### config.mk
export PLATFORM = sky130hd
export DESIGN_NAME = bpu_update_ctrl
export DESIGN_NICKNAME = d
export VERILOG_FILES = /design/src/rtl/bpu_update_ctrl_pkg.sv /design/src/rtl/bpu_update_ctrl_fifo.sv /design/src/rtl/bpu_update_ctrl.sv
export SDC_FILE = /design/constraint.sdc
export NUM_CORES = 1
export LEC_CHECK = 0
export ABC_AREA = 1
export ABC_CLOCK_PERIOD_IN_PS = 4000
export CORE_UTILIZATION = 40
export CTS_BUF_LIST = sky130_fd_sc_hd__clkbuf_8
export DETAILED_ROUTE_END_ITERATION = 7
export GPL_TIMING_DRIVEN = 1
export PLACE_DENSITY = 0.63
export SLEW_MARGIN = 5
export SYNTH_ARGS = -nofsm -noshare
export SYNTH_HDL_FRONTEND = slang
export SYNTH_SLANG_ARGS = --single-unit
### constraint.sdc
create_clock -name clk -period 4 [get_ports clk]
set_clock_uncertainty 0.2 [all_clocks]
set_input_delay 0.4 -clock clk [delete_from_list [all_inputs] [get_ports clk]]
set_output_delay 0.4 -clock clk [all_outputs]
set_load 0.05 [all_outputs]
### src/rtl/bpu_update_ctrl_pkg.sv
// rtl/bpu_update_ctrl_pkg.sv - shared types for the branch predictor update controller
package bpu_update_ctrl_pkg;

  localparam int XLEN = 32;

  // One resolved-branch update as captured from EX
  typedef struct packed {
    logic [XLEN-1:0] pc;
    logic [XLEN-1:0] target;
    logic            taken;
    logic            is_branch;
    logic            is_jump;
  } bpu_update_t;

  typedef enum logic {
    BPU_INIT = 1'b0,
    BPU_RUN  = 1'b1
  } bpu_ctrl_state_e;

endpackage

### src/rtl/bpu_update_ctrl_fifo.sv
// rtl/bpu_update_ctrl_fifo.sv - update FIFO with flush and explicit occupancy counter
module bpu_update_fifo
  import bpu_update_ctrl_pkg::*;
#(
  parameter int DEPTH = 4
) (
  input  logic                       clk,
  input  logic                       reset_n,
  input  logic                       flush,
  input  logic                       push,
  input  bpu_update_t                push_data,
  input  logic                       pop,
  output bpu_update_t                head,
  output logic                       full,
  output logic [$clog2(DEPTH+1)-1:0] occupancy
);

  localparam int PW = $clog2(DEPTH);
  localparam int OW = $clog2(DEPTH + 1);

  logic [PW-1:0] wr_ptr_q, rd_ptr_q;
  logic [OW-1:0] occ_q;
  bpu_update_t   mem_q [DEPTH];

  // Pointers wrap naturally (DEPTH is a power of two); flush empties the queue
  always_ff @(posedge clk or negedge reset_n) begin
    if (!reset_n) begin
      wr_ptr_q <= '0;
      rd_ptr_q <= '0;
      occ_q    <= '0;
    end else if (flush) begin
      wr_ptr_q <= '0;
      rd_ptr_q <= '0;
      occ_q    <= '0;
    end else begin
      if (push) wr_ptr_q <= wr_ptr_q + 1'b1;
      if (pop)  rd_ptr_q <= rd_ptr_q + 1'b1;
      case ({push, pop})
        2'b10:   occ_q <= occ_q + 1'b1;
        2'b01:   occ_q <= occ_q - 1'b1;
        default: occ_q <= occ_q;
      endcase
    end
  end

  // Payload storage needs no reset; occupancy guards every read
  always_ff @(posedge clk) begin
    if (push && !flush) mem_q[wr_ptr_q] <= push_data;
  end

  assign head      = mem_q[rd_ptr_q];
  assign full      = (occ_q == OW'(DEPTH));
  assign occupancy = occ_q;

endmodule

### src/rtl/bpu_update_ctrl.sv
// rtl/bpu_update_ctrl.sv - predictor table write sequencer (clear sweep, update FIFO, optional BPU_UPDATE_BYPASS_EN)
module bpu_update_ctrl
  import bpu_update_ctrl_pkg::*;
#(
  parameter int DEPTH        = 4,
  parameter int INIT_ENTRIES = 256
) (
  input  logic                              clk,
  input  logic                              reset_n,
  input  logic                              flush,
  input  logic                              ex_valid,
  output logic                              ex_ready,
  input  logic [XLEN-1:0]                   ex_pc,
  input  logic [XLEN-1:0]                   ex_target,
  input  logic                              ex_taken,
  input  logic                              ex_is_branch,
  input  logic                              ex_is_jump,
  input  logic                              bp_ready,
  output logic                              upd_en,
  output logic [XLEN-1:0]                   upd_pc,
  output logic                              upd_taken,
  output logic                              btb_we,
  output logic [XLEN-1:0]                   btb_pc,
  output logic [XLEN-1:0]                   btb_target,
  output logic                              init_we,
  output logic [$clog2(INIT_ENTRIES)-1:0]   init_index,
  output logic                              init_done,
  output logic [$clog2(DEPTH+1)-1:0]        occupancy
);

  localparam int IW = $clog2(INIT_ENTRIES);
  localparam int OW = $clog2(DEPTH + 1);

  bpu_ctrl_state_e state_q, state_d;
  logic [IW-1:0]   index_q, index_d;

  bpu_update_t     ex_entry, head, sel;
  logic            fifo_full, running, fifo_issue, bypass, issue, push;
  logic [OW-1:0]   occ;

  // Controller state and sweep index
  always_ff @(posedge clk or negedge reset_n) begin
    if (!reset_n) begin
      state_q <= BPU_INIT;
      index_q <= '0;
    end else begin
      state_q <= state_d;
      index_q <= index_d;
    end
  end

  // Sweep advances every cycle independent of bp_ready; RUN is terminal
  always_comb begin
    state_d = state_q;
    index_d = index_q;
    case (state_q)
      BPU_INIT: begin
        index_d = index_q + 1'b1;
        if (index_q == IW'(INIT_ENTRIES - 1)) begin
          state_d = BPU_RUN;
          index_d = '0;
        end
      end
      default: ;
    endcase
  end

  assign running    = (state_q == BPU_RUN);
  assign ex_ready   = running && !fifo_full;
  assign fifo_issue = running && (occ != '0) && bp_ready && !flush;

`ifdef BPU_UPDATE_BYPASS_EN
  assign bypass = running && (occ == '0) && ex_valid && ex_ready && bp_ready && !flush;
`else
  assign bypass = 1'b0;
`endif

  assign issue    = fifo_issue || bypass;
  assign push     = ex_valid && ex_ready && !flush && !bypass;
  assign ex_entry = '{pc: ex_pc, target: ex_target, taken: ex_taken,
                      is_branch: ex_is_branch, is_jump: ex_is_jump};
  assign sel      = fifo_issue ? head : ex_entry;

  bpu_update_fifo #(.DEPTH(DEPTH)) u_fifo (
    .clk       (clk),
    .reset_n   (reset_n),
    .flush     (flush),
    .push      (push),
    .push_data (ex_entry),
    .pop       (fifo_issue),
    .head      (head),
    .full      (fifo_full),
    .occupancy (occ)
  );

  // Table write strobes; payload buses are held at zero when nothing issues
  always_comb begin
    upd_en     = 1'b0;
    upd_pc     = '0;
    upd_taken  = 1'b0;
    btb_we     = 1'b0;
    btb_pc     = '0;
    btb_target = '0;
    if (issue) begin
      upd_en     = sel.is_branch;
      upd_pc     = sel.pc;
      upd_taken  = sel.taken;
      btb_we     = sel.taken && (sel.is_branch || sel.is_jump);
      btb_pc     = sel.pc;
      btb_target = sel.target;
    end
  end

  // Clear strobe must read 0 while reset is held, so it is qualified by reset_n
  assign init_we    = (state_q == BPU_INIT) && reset_n;
  assign init_index = init_we ? index_q : '0;
  assign init_done  = running;
  assign occupancy  = occ;

endmodule

==> run summary <==
Clock Pin Slew Worst Setup and Hold Paths: 0.06 ns
Vias/cell: 5.05
switching share of power: 0.202
post-CTS resize count: 0
crit share post-route: 0.858
FF-to-FF path depth: 5
Gate power share: 0.027
Worst Hold Depth: 1
Nets: 1070
Cell Int Power: 4.65 mW
Final Hold Viols: 0
clk sinks: 284
Clock Path Buffers: 3
clock latency at the later pin of the worst-skew pair: 0.56 ns
post-route ant nets: 0
first-pass GRT wire length: 39.1 mm
row cnt: 61
Mean Syn Cell Area: 14.1 um2
CP required: 3.40 ns
core box area: 28200 um2
residual DRC count: 0
layout cells sized above 1: 0.233
via count: 7068
net count after synthesis: 900
initial antenna violation count: 1
die width: 172 um
RR Startpoint: u_fifo.occupancy[0]
Die Span Y: 172 um
full die area: 29700 um2
drt first pass iters: 5
Crit. End Element: output port
area grow syn2layout: 24.1%
CP Cell Sequence: dlygate4sd3_1 -> clkdlybuf4s50_1 -> buf_4 -> nand2_1 -> nor2_1 -> clkdlybuf4s50_1
CTS root buffer: clkbuf_8
Peak supply drop: 0.249 mV
FMAX: 291 MHz
Yosys cell types: 25
Yosys warnings: 0
status: completed
static leakage: 5.47 nW
CTS tree: done
Seq/Total Area, Yosys: 0.728
Least-Margin Pin Slew: 0.905 ns
Syn Inst Count: 822
Num CTS Buffers: 48
flop and latch count out of synthesis: 284
half-perimeter wire length after placement: 14.5 mm
Sw Pwr: 1.18 mW
Hold Slack: 0.276 ns
number of H-tree levels: 2
Total Power: 5.82 mW
synthesized cell area: 11600 um2
DR WL/cell: 18.4 um
minimum clock period: 3.43 ns
Initial Util: 0.412
drt first-iter violations: 373
Critical Path Most Common Cell: clkdlybuf4s50_1
sequential share of power: 0.560
CP startpoint kind: input pin
I/O pin count: 185
r2r endpoint: u_fifo.mem_q[0][49]
largest net degree at the start of global routing: 136
Pwr Density: 404 nW/um2
area share of the largest cell type after synthesis: 0.693
pins over their slew limit: 0
Setup violations, final: 0
kind of critical path: input pin to output port
Rel. slew slack: 0.397
RSZ-0062 raised after global routing: no
most area-consuming cells after synthesis: edfxtp_1 (69%), a221oi_2 (6.5%), a21oi_1 (5.9%), nand2_1 (5.2%), dfrtp_1 (3.4%)
reg-to-reg setup timing slack: 1.64 ns
grt total ovfl: 0
post-placement cell count: 1319
Layout Cells excl Fill: 1400
number of global-route vias before repair: 7158
CP max stage delay: 0.81 ns
critical-path maximum fanout: 17
post-synth top area cell: edfxtp_1
Critical-path top delay cell: clkdlybuf4s50_1
gr usage total: 0.174
WL final: 25.7 mm
port bufs: 184
Hold Startpoint: ex_pc[27]
hold endpoint: u_fifo.mem_q[1][62]
Clk pwr share: 0.413
fillers: 2431
Arr. time, crit path: 2.83 ns
max_cap viols: 0
worst min-delay path category: input pin to register
Final Wtd Congestion: 0.745
# diodes: 0
cell type report:
class                      instances  area (um2)  share of cell area
inverter                          29         111             0.00773
sequential                       284        8450               0.587
tap                              378         473              0.0328
clock buffer                      52         716              0.0497
timing repair buffer             204        1910               0.133
clock inverter                    28         169              0.0117
multi-input combinational        425        2570               0.178
cell families after synthesis:
family	after synthesis	share of synthesized area
AOI/OAI and AO/OA	213	0.140
adders and majority gates	6	0.00712
DFF	284	0.728
buffers and inverters	113	0.0540
and+or+nand+nor	201	0.0671
xor gates and xnor gates	5	0.00377
placed cells by master, fill, tap and decap left out, types with 2 or more instances in the layout:
cell type and instances:
clkdlybuf4s50_1 85, dfrtp_1 14, o22ai_1 2, clkbuf_8 52, a221oi_1 14, buf_12 13, nand2_1 161, clkinv_1 3
xor2_1 4, nor2_4 4, ha_1 5, nand3_1 15, edfxtp_1 268, buf_4 105, clkinv_2 2, inv_1 45
inv_2 2, o21ai_0 8, bufinv_16 2, nor2_1 18, a21oi_1 137, a221oi_2 50
per-stage QoR:
stage | setup TNS [ns] | utilization | instance area [um2] | setup slack, ns
floorplan | -180.23 | - | 11600 | -0.672
finish | 0 | 0.511 | 14400 | 0.568
global placement | 0 | 0.480 | 13500 | 0.909
detailed placement | 0 | 0.480 | 13500 | 0.873
global route | 0 | 0.511 | 14400 | 0.402
CTS | 0 | 0.511 | 14400 | 0.532
layer usage:
| metal | global-route usage | wire [um] |
|---|---|---|
| met1 | 0.218 | 11100 |
| met2 | 0.297 | 12600 |
| met3 | 0.0391 | 1460 |
| met4 | 0.0566 | 501 |
| met5 | 0 | 12 |
cells in the mapped netlist:
cell type	n
inv_2	3
nand3_1	15
o21ai_0	8
clkinv_1	1
dfrtp_1	16
o22ai_1	2
nor2_2	1
clkbuf_1	29
a221oi_1	14
a21oi_1	137
a221oi_2	50
xnor2_1	1
inv_1	25
a21oi_2	1
a31oi_1	1
ha_1	5
nand4_1	1
buf_4	36
xor2_1	4
buf_2	12
fa_1	1
nand2_1	162
buf_6	7
nor2_1	22
edfxtp_1	268
worst max-delay path: cells and delay by family:
kind / cells / cell delay [ns]
buf+inv: 4 / 2.04
simple gates: 2 / 0.38
repair_timing:
| item | CTS | global route |
|---|---|---|
| buffers inserted | 0 | 0 |
| hold endpoints to repair | 16 | 0 |
| hold buffers | 1 | 0 |
how the worst max path moves through the flow:
stage                             start            endpoint  slack [ns]  cells after the start
finish                          reset_n       init_index[2]        0.57                      6
global route                    reset_n       init_index[2]        0.40                      6
CTS                             reset_n       init_index[0]        0.53                      6
detailed placement             bp_ready           btb_pc[7]        0.87                      7
global placement               bp_ready           btb_pc[7]        0.91                      7
floorplan           u_fifo.occupancy[0]  u_fifo.mem_q[0][0]       -0.67                      4
power by group through the flow:
stage,clock (mW),sequential (mW),combinational [mW]
after global placement,0,3.32,0.152
after CTS,2.48,3.26,0.156
after detailed placement,0,3.32,0.155
after global routing,2.61,3.26,0.167
final,2.41,3.26,0.155
after floorplan,0,3.33,0.0251
flip-flops by register name, summed over array words and instances, names as in the netlist:
name              cells
u_fifo.wr_ptr_q       2
u_fifo.mem_q        268
u_fifo.occupancy      3
u_fifo.rd_ptr_q       2
index_q               8
init_done             1
Note: power is estimated with default switching activity, not from simulation.
